==> config.mk <==
export PLATFORM = sky130hd
export DESIGN_NAME = pipe_add
export DESIGN_NICKNAME = d
export VERILOG_FILES = /design/src/rtl/pipe_add_pkg.sv /design/src/rtl/pipe_add_stage.sv /design/src/rtl/pipe_add.sv
export SDC_FILE = /design/constraint.sdc
export NUM_CORES = 1
export LEC_CHECK = 0
export ABC_AREA = 1
export BUFFER_PORTS_ARGS = -buffer_cell sky130_fd_sc_hd__buf_4
export CAP_MARGIN = 20
export CORE_MARGIN = 5
export CORE_UTILIZATION = 25
export DETAILED_ROUTE_END_ITERATION = 8
export HOLD_SLACK_MARGIN = 0.03
export SYNTH_ARGS = -nofsm -noshare
export SYNTH_HDL_FRONTEND = slang
export SYNTH_SLANG_ARGS = --single-unit
==> constraint.sdc <==
create_clock -name clk -period 3.8 [get_ports clk]
set_input_delay 0.19 -clock clk [delete_from_list [all_inputs] [get_ports clk]]
set_output_delay 0.19 -clock clk [all_outputs]
set_load 0.01 [all_outputs]
==> src/rtl/pipe_add_pkg.sv <==
// Shared constants and elaboration helpers for the pipelined adder.
package pipe_add_pkg;

   localparam int DEF_WIDTH  = 8;
   localparam int DEF_STAGES = 2;

   function automatic int chunk_width(input int width, input int stages);
      return (stages > 0) ? (width / stages) : 1;
   endfunction

   function automatic bit params_legal(input int width, input int stages);
      return (width >= 2) && (width <= 64) && (stages >= 1) && (stages <= width)
             && ((width % stages) == 0);
   endfunction

endpackage

==> src/rtl/pipe_add_stage.sv <==
// One pipeline stage: adds chunk IDX with the carry from the previous stage and
// forwards the skewed operands and the partially assembled sum.
module pipe_add_stage
   import pipe_add_pkg::*;
#(
   parameter int WIDTH = DEF_WIDTH,
   parameter int CHUNK = chunk_width(DEF_WIDTH, DEF_STAGES),
   parameter int IDX   = 0
) (
   input  logic             clk,
   input  logic             rst,
   input  logic             adv,
   input  logic             valid_i,
   input  logic             carry_i,
   input  logic [WIDTH-1:0] a_i,
   input  logic [WIDTH-1:0] b_i,
   input  logic [WIDTH-1:0] sum_i,
   output logic             valid_o,
   output logic             carry_o,
   output logic             msb_cin_o,
   output logic [WIDTH-1:0] a_o,
   output logic [WIDTH-1:0] b_o,
   output logic [WIDTH-1:0] sum_o
);

   localparam int LO = IDX * CHUNK;
   localparam int HI = LO + CHUNK - 1;

   logic [CHUNK:0]   chunk_res;
   logic             valid_d, valid_q;
   logic             carry_d, carry_q;
   logic             msb_cin_d, msb_cin_q;
   logic [WIDTH-1:0] a_d, a_q;
   logic [WIDTH-1:0] b_d, b_q;
   logic [WIDTH-1:0] sum_d, sum_q;

   always_comb begin
      chunk_res = {1'b0, a_i[LO +: CHUNK]} + {1'b0, b_i[LO +: CHUNK]}
                  + {{CHUNK{1'b0}}, carry_i};
      valid_d   = valid_q;
      carry_d   = carry_q;
      msb_cin_d = msb_cin_q;
      a_d       = a_q;
      b_d       = b_q;
      sum_d     = sum_q;
      if (adv) begin
         valid_d   = valid_i;
         carry_d   = chunk_res[CHUNK];
         // Carry into the chunk's top bit, recovered from the sum bit.
         msb_cin_d = a_i[HI] ^ b_i[HI] ^ chunk_res[CHUNK-1];
         a_d       = a_i;
         b_d       = b_i;
         sum_d     = sum_i;
         sum_d[LO +: CHUNK] = chunk_res[CHUNK-1:0];
      end
   end

   always_ff @(posedge clk) begin
      if (rst) begin
         valid_q   <= 1'b0;
         carry_q   <= 1'b0;
         msb_cin_q <= 1'b0;
         a_q       <= '0;
         b_q       <= '0;
         sum_q     <= '0;
      end else begin
         valid_q   <= valid_d;
         carry_q   <= carry_d;
         msb_cin_q <= msb_cin_d;
         a_q       <= a_d;
         b_q       <= b_d;
         sum_q     <= sum_d;
      end
   end

   assign valid_o   = valid_q;
   assign carry_o   = carry_q;
   assign msb_cin_o = msb_cin_q;
   assign a_o       = a_q;
   assign b_o       = b_q;
   assign sum_o     = sum_q;

endmodule

==> src/rtl/pipe_add.sv <==
// Pipelined WIDTH-bit add/subtract with valid/ready handshake, carry-out and
// signed overflow; the carry ripples one CHUNK-bit slice per stage.
module pipe_add
   import pipe_add_pkg::*;
#(
   parameter int WIDTH  = DEF_WIDTH,
   parameter int STAGES = DEF_STAGES
) (
   input  logic             clk,
   input  logic             rst,
   input  logic             in_valid,
   output logic             in_ready,
   input  logic [WIDTH-1:0] a,
   input  logic [WIDTH-1:0] b,
   input  logic             c_in,
   input  logic             sub,
   output logic             out_valid,
   input  logic             out_ready,
   output logic [WIDTH-1:0] sum,
   output logic             c_out,
   output logic             ovf
);

   localparam int CHUNK = chunk_width(WIDTH, STAGES);

   if (!params_legal(WIDTH, STAGES)) begin : g_bad_params
      $error("pipe_add: illegal WIDTH/STAGES combination");
   end

   logic             adv;
   logic [STAGES:0]  valid_p;
   logic [STAGES:0]  carry_p;
   logic [STAGES:1]  msb_cin_p;
   logic [WIDTH-1:0] a_p   [STAGES+1];
   logic [WIDTH-1:0] b_p   [STAGES+1];
   logic [WIDTH-1:0] sum_p [STAGES+1];

   // The whole pipe moves as one; it only freezes when the result is refused.
   assign adv      = !valid_p[STAGES] || out_ready;
   assign in_ready = adv;

   assign valid_p[0] = in_valid;
   assign carry_p[0] = sub | c_in;
   assign a_p[0]     = a;
   assign b_p[0]     = sub ? ~b : b;
   assign sum_p[0]   = '0;

   for (genvar gi = 0; gi < STAGES; gi++) begin : g_stage
      pipe_add_stage #(
         .WIDTH (WIDTH),
         .CHUNK (CHUNK),
         .IDX   (gi)
      ) u_stage (
         .clk       (clk),
         .rst       (rst),
         .adv       (adv),
         .valid_i   (valid_p[gi]),
         .carry_i   (carry_p[gi]),
         .a_i       (a_p[gi]),
         .b_i       (b_p[gi]),
         .sum_i     (sum_p[gi]),
         .valid_o   (valid_p[gi+1]),
         .carry_o   (carry_p[gi+1]),
         .msb_cin_o (msb_cin_p[gi+1]),
         .a_o       (a_p[gi+1]),
         .b_o       (b_p[gi+1]),
         .sum_o     (sum_p[gi+1])
      );
   end

   assign out_valid = valid_p[STAGES];
   assign sum       = sum_p[STAGES];
   assign c_out     = carry_p[STAGES];
   assign ovf       = msb_cin_p[STAGES] ^ carry_p[STAGES];

   // Operands leaving the last stage and early-stage MSB carries have no consumer.
   logic unused_pipe;
   assign unused_pipe = ^{msb_cin_p, a_p[STAGES], b_p[STAGES]};

endmodule

==> metrics.yaml, run 1 <==
status: "complete, no violations"
crit_fanout: 33
leakage_nw: 0.779
fmax_mhz: 591
fin_skew_ns: 0.00282
setup_viol: 0
drc: 0
final_nets: 220
rows: 26
p_sw_frac: 0.296
synth_seq_cells: 25
drtIter0Drc: 35
critPathKind: "flop to output port"
antenna_found_initial: 0
crit_required_ns: 3.61
clkPwrFrac: 0.254
rrSetupSlack_ns: 2.29
drive_gt1_frac: 0.310
cp_top_family: "buffers and inverters"
final_hold_viol_count: 0
wl_per_cell_um: 10.3
relSlewSlack: 0.484
synthXorXnorAreaFrac: 0.0710
cts-resized-gates: 0
grt_pass1_vias: 954
r2r_end: "g_stage[1].u_stage.carry_o"
hold_buffers: 0
hpwl_um: 1950
endpoint_kind: "output port"
synth.area.mux_share: 0
grt_usage: 0.0773
gp_congestion: 0.733
drv_slew: 0
maxCapViolations: 0
syn-num-nets: 189
synth_area_per_cell_um2: 8.64
ys_warn_count: 0
hold_start: "rst"
netlist_instances: 157
hp-class: "input port to flop"
cp.arrival_ns: 1.50
ant_nets: 0
place_inst: 253
synth_top_family_by_area: "compound AO/OA/AOI/OAI gates"
cts_tree: "built"
worst_hold_path.num_cells: 2
intPower_mw: 0.443
fin_tns_setup_ns: 0
placed_cell_area_um2: 1620
rsz0062_at_grt: "false"
initial_utilization: 0.262
design_area_um2: 1670
critPathLaunchType: "flop"
syn_to_final_growth_pct: 22.9
cts_setup_buffers: 0
crit_chain: "inv_1 -> nor2_4 -> inv_4 -> buf_4"
dr.pass1.iters: 2
hold_path_end: "g_stage[1].u_stage.valid_o"
clk_pin_slew_ns: 0.09
overflow: 0
tightest_slew_ns: 0.773
synthDistinctLibCells: 21
antennaDiodeCount: 0
die_area_um2: 7000
die_h_um: 83.7
period_minus_slack_ns: 1.69
finalCritPeriodShare: 0.446
grt_max_degree: 34
synth-simple-area-share: 0.152
root_buffer: "clkbuf_8"
power_density_nw_per_um2: 378
wl_um: 2650
cp_slowest_stage_delay_ns: 0.34
vias_per_cell: 3.99
ios: 34
power.total_mw: 0.630
htree_num_levels: 1
peakVddDrop_mv: 0.140
cp.buffers_inverters: 3
max-clock-path-buffers: 2
comb_power_share: 0.257
via_count: 1026
reg2regPathDepth: 6
timing.rr.start: "g_stage[0].u_stage.b_o[4]"
nFillCells: 557
slowest_stage: "nor2_4"
cts_made_buffers: 3
io_buffers: 33
core_um2: 5170
pwr-share-seq: 0.489
grt_first_pass_wirelength_um: 4530
hold_slack_ns: 0.0673
netSwitchingPower_mw: 0.187
clock_latency_ns: 0.27
stdcell_count: 257
synthAdderAreaFrac: 0.114
syn-cell-area_um2: 1360
synth_compound_area_frac: 0.192
seq_area_frac_synth: 0.369
crit_cells: 4
cts.sinks: 25
dieWidth_um: 83.7
==> synthesized netlist by cell type <==
master	instances	area (um^2)
buf_4	1	7.51
a21oi_2	7	61.3
a21oi_1	8	40.0
buf_2	2	10.0
or2_2	1	6.26
dfxtp_1	25	500
inv_4	1	6.26
fa_1	4	80.1
xor2_1	6	52.6
nor2_1	25	93.8
nand3_1	6	30.0
nand2_1	12	45.0
nand3_2	2	20.0
buf_12	1	20.0
buf_6	3	33.8
nor2_4	1	11.3
o21ai_0	16	80.1
xnor2_1	5	43.8
inv_1	16	60.1
o21ai_2	9	78.8
ha_1	6	75.1
==> state kept, by name, indices dropped and copies added, names as in the netlist <==
register	count
g_stage.u_stage.sum_o	12
g_stage.u_stage.valid_o	2
g_stage.u_stage.msb_cin_o	1
g_stage.u_stage.b_o	4
g_stage.u_stage.carry_o	2
g_stage.u_stage.a_o	4
==> metal layers <==
metal | vias up | global-route usage | share of wire
met1 | 440 | 0.101 | 0.50
met4 | 0 | 0.0263 | 0
li1 | 563 | - | -
met3 | 0 | 0.0178 | 0.046
met5 | - | 0 | 0
met2 | 23 | 0.124 | 0.46
==> cell type report <==
class	instances	area, um^2	share of cell area
inverters	17	66.3	0.0398
repair buffers	33	248	0.149
clock buffers	3	41.3	0.0248
flip-flops and latches	25	500	0.300
multi-input cells	108	718	0.431
well taps	70	87.6	0.0526
clock inverters	1	5.00	0.00300
==> kinds of logic (layout without fill, tap and decap cells) <==
group                    Yosys count  in the layout
AND/OR/NAND/NOR                   47             47
AO/OA/AOI/OAI                     40             40
buffers and inverters             24             54
XOR/XNOR                          11             11
flip-flops                        25             25
adder cells (fa/ha/maj)           10             10
==> layout by cell type (no fill, tap or decap), drive strengths merged <==
cell type,synthesis,final
ha,6,6
nand2,12,12
fa,4,4
clkinv,0,1
a21oi,15,15
xnor2,5,5
clkbuf,0,3
buf,7,33
or2,1,1
xor2,6,6
dfxtp,25,25
nor2,26,26
nand3,8,8
o21ai,25,25
inv,17,17
==> per-stage QoR <==
| step | utilization | setup slack, ns |
|---|---|---|
| 2_1_floorplan | - | 1.93 |
| 3_3_place_gp | 0.313 | 1.89 |
| 3_5_place_dp | 0.313 | 1.88 |
| 4_1_cts | 0.322 | 2.07 |
| 5_1_grt | 0.322 | 1.98 |
| 6_report | 0.322 | 2.11 |
==> worst reg2reg max path, cell delays in order, from the launching register on <==
cell and delay, ns:
dfxtp_1 0.38, fa_1 0.24, inv_1 0.07, fa_1 0.40
o21ai_0 0.18, nand2_1 0.07, a21oi_1 0.11
==> power by group through the flow <==
stage | logic, mW | clock network [mW] | registers, mW
after global placement | 0.164 | 0 | 0.315
final | 0.162 | 0.160 | 0.308
after detailed placement | 0.165 | 0 | 0.315
after floorplan | 0.105 | 0 | 0.318
after global routing | 0.185 | 0.178 | 0.312
after CTS | 0.166 | 0.165 | 0.309
==> worst max-delay path by stage <==
stage	startpoint	end
final	g_stage[1].u_stage.valid_o	in_ready
after global routing	g_stage[1].u_stage.valid_o	in_ready
after CTS	g_stage[1].u_stage.valid_o	in_ready
after detailed placement	sub	g_stage[0].u_stage.sum_o[2]
after global placement	sub	g_stage[0].u_stage.sum_o[2]
after floorplan	sub	g_stage[0].u_stage.sum_o[2]
No activity file was read; power rests on OpenSTA's default activity.
==> run 2, diff against run 1 <==
clock period = 1.63 ns   (was 3.8 ns; I/O delays follow)
==> metrics.yaml, run 2 (synthesis results as in run 1) <==
die_area_um2: 7000  # unchanged
finalCritPeriodShare: 0.927
setup_viol: 0  # unchanged
final_nets: 225  # +2.3%
initial_utilization: 0.262  # unchanged
gp_congestion: 0.723  # -1.3%
max-clock-path-buffers: 2  # unchanged
clock_latency_ns: 0.27  # about the same
syn_to_final_growth_pct: 26.5
power_density_nw_per_um2: 863  # +130%
rows: 26  # unchanged
drive_gt1_frac: 0.344  # +0.0336
final_common_cell: "buf_4"
period_minus_slack_ns: 1.51
ant_nets: 0  # unchanged
nFillCells: 552  # -0.90%
dr.pass1.iters: 4  # +2
drtIter0Drc: 63  # +80%
overflow: 0  # unchanged
antenna_found_initial: 0  # unchanged
endpoint_kind: "flop"
grt_pass1_vias: 1036  # +8.6%
fmax_mhz: 662
clk_pin_slew_ns: 0.09  # about the same
htree_num_levels: 1  # unchanged
wl_per_cell_um: 10.8  # +4.9%
antennaDiodeCount: 0  # unchanged
tightest_slew_ns: 0.422  # -0.350 ns
critPathLaunchType: "flop"
layout_common_cells: "37 x buf_4, 25 x nor2_1, 24 x dfxtp_1, 16 x inv_1, 16 x o21ai_0"
maxCapViolations: 0  # unchanged
fin_tns_setup_ns: 0  # unchanged
root_buffer: "clkbuf_8"
vias_per_cell: 4.10  # +2.6%
drc: 0  # unchanged
wl_um: 2830  # +7.0%
hp-class: "input port to flop"
status: "complete, no violations"
leakage_nw: 0.800  # +2.7%
via_count: 1073  # +4.6%
cts.sinks: 25  # unchanged
core_um2: 5170  # unchanged
grt_first_pass_wirelength_um: 4880  # +7.8%
io_buffers: 33  # unchanged
dieWidth_um: 83.7  # unchanged
critPathKind: "flop to flop"
grt_max_degree: 34  # unchanged
peakVddDrop_mv: 0.359  # +160%
relSlewSlack: 0.718  # +0.234
cts_tree: "built"
grt_usage: 0.0847  # +0.00733
final_hold_viol_count: 0  # unchanged
fin_skew_ns: 0.00654  # +0.00372 ns
ios: 34  # unchanged
drv_slew: 0  # unchanged
cts_made_buffers: 3  # unchanged
cp.arrival_ns: 1.72  # +0.22 ns
rsz0062_at_grt: "false"
hpwl_um: 2110  # +8.1%
hold_slack_ns: 0.0703  # +0.00299 ns
largest_register_ffs: 12  # unchanged
crit_fanout: 3  # -91%
crit_required_ns: 1.84  # -1.77 ns
die_h_um: 83.7  # unchanged
-- run 2: cell count changes in the layout (fill, tap and decap cells not counted) --
cell and change:
fa_1 -3, dlygate4sd3_1 +1, dfxtp_1 -1, fa_2 +3, buf_4 +4, dfxtp_2 +1
-- run 2: worst max-delay path, cell delays in order (launching register included) --
cell     delay, ns
dfxtp_1       0.37
fa_2          0.25
inv_1         0.06
fa_1          0.40
o21ai_0       0.18
nand2_1       0.07
a21oi_1       0.12
-- run 2: report_power, final --
part / leakage [nW] / internal, mW / switching, mW
combinational: 0.567 / 0.194 / 0.201
sequential: 0.208 / 0.679 / 0.0406
clock: 0.0255 / 0.171 / 0.194
-- run 2: worst paths after layout --
kind,startpoint,end,slack [ns],cells past startpoint
worst max register to register,g_stage[0].u_stage.a_o[4],g_stage[1].u_stage.carry_o,0.12,6
worst max-delay path,g_stage[0].u_stage.a_o[4],g_stage[1].u_stage.carry_o,0.12,6
worst min-delay path,a[4],g_stage[0].u_stage.a_o[4],0.07,3
worst min register to register,g_stage[0].u_stage.valid_o,g_stage[1].u_stage.valid_o,0.47,2
-- run 2: layout make-up --
type                            instances  area (um^2)  area share
Multi-Input combinational cell        108          726       0.423
Sequential cell                        25          502       0.292
Timing Repair Buffer                   38          288       0.168
Tap cell                               70         87.6      0.0511
Inverter                               17         66.3      0.0387
Clock buffer                            3         41.3      0.0241
Clock inverter                          1         5.00     0.00292
-- run 2: what timing repair did --
action | CTS | global route
gates resized for setup | 0 | 2
hold buffers | 1 | 0
endpoints found under the hold margin | 1 | 0
setup buffers | 0 | 0
endpoints found under the setup margin | 0 | 1
-- run 2: metrics by stage --
step / power [mW] / utilization / std cells / instance area [um^2] / setup slack, ns
2_1_floorplan: 0.990 / - / 157 / 1360 / 0.00631
3_3_place_gp: 1.12 / 0.320 / 257 / 1660 / 0.0179
3_5_place_dp: 1.13 / 0.320 / 257 / 1660 / 0.00114
4_1_cts: 1.51 / 0.331 / 262 / 1710 / 0.0830
5_1_grt: 1.61 / 0.332 / 262 / 1720 / 0.0109
6_report: 1.48 / 0.332 / 262 / 1720 / 0.119
-- run 2: metal layers --
metal  wire length [um]  part of all wire  GRT usage
met1               1380              0.49      0.114
met2               1310              0.46      0.133
met3                112             0.040     0.0168
met4                 30             0.011     0.0307
met5                  0                 0          0
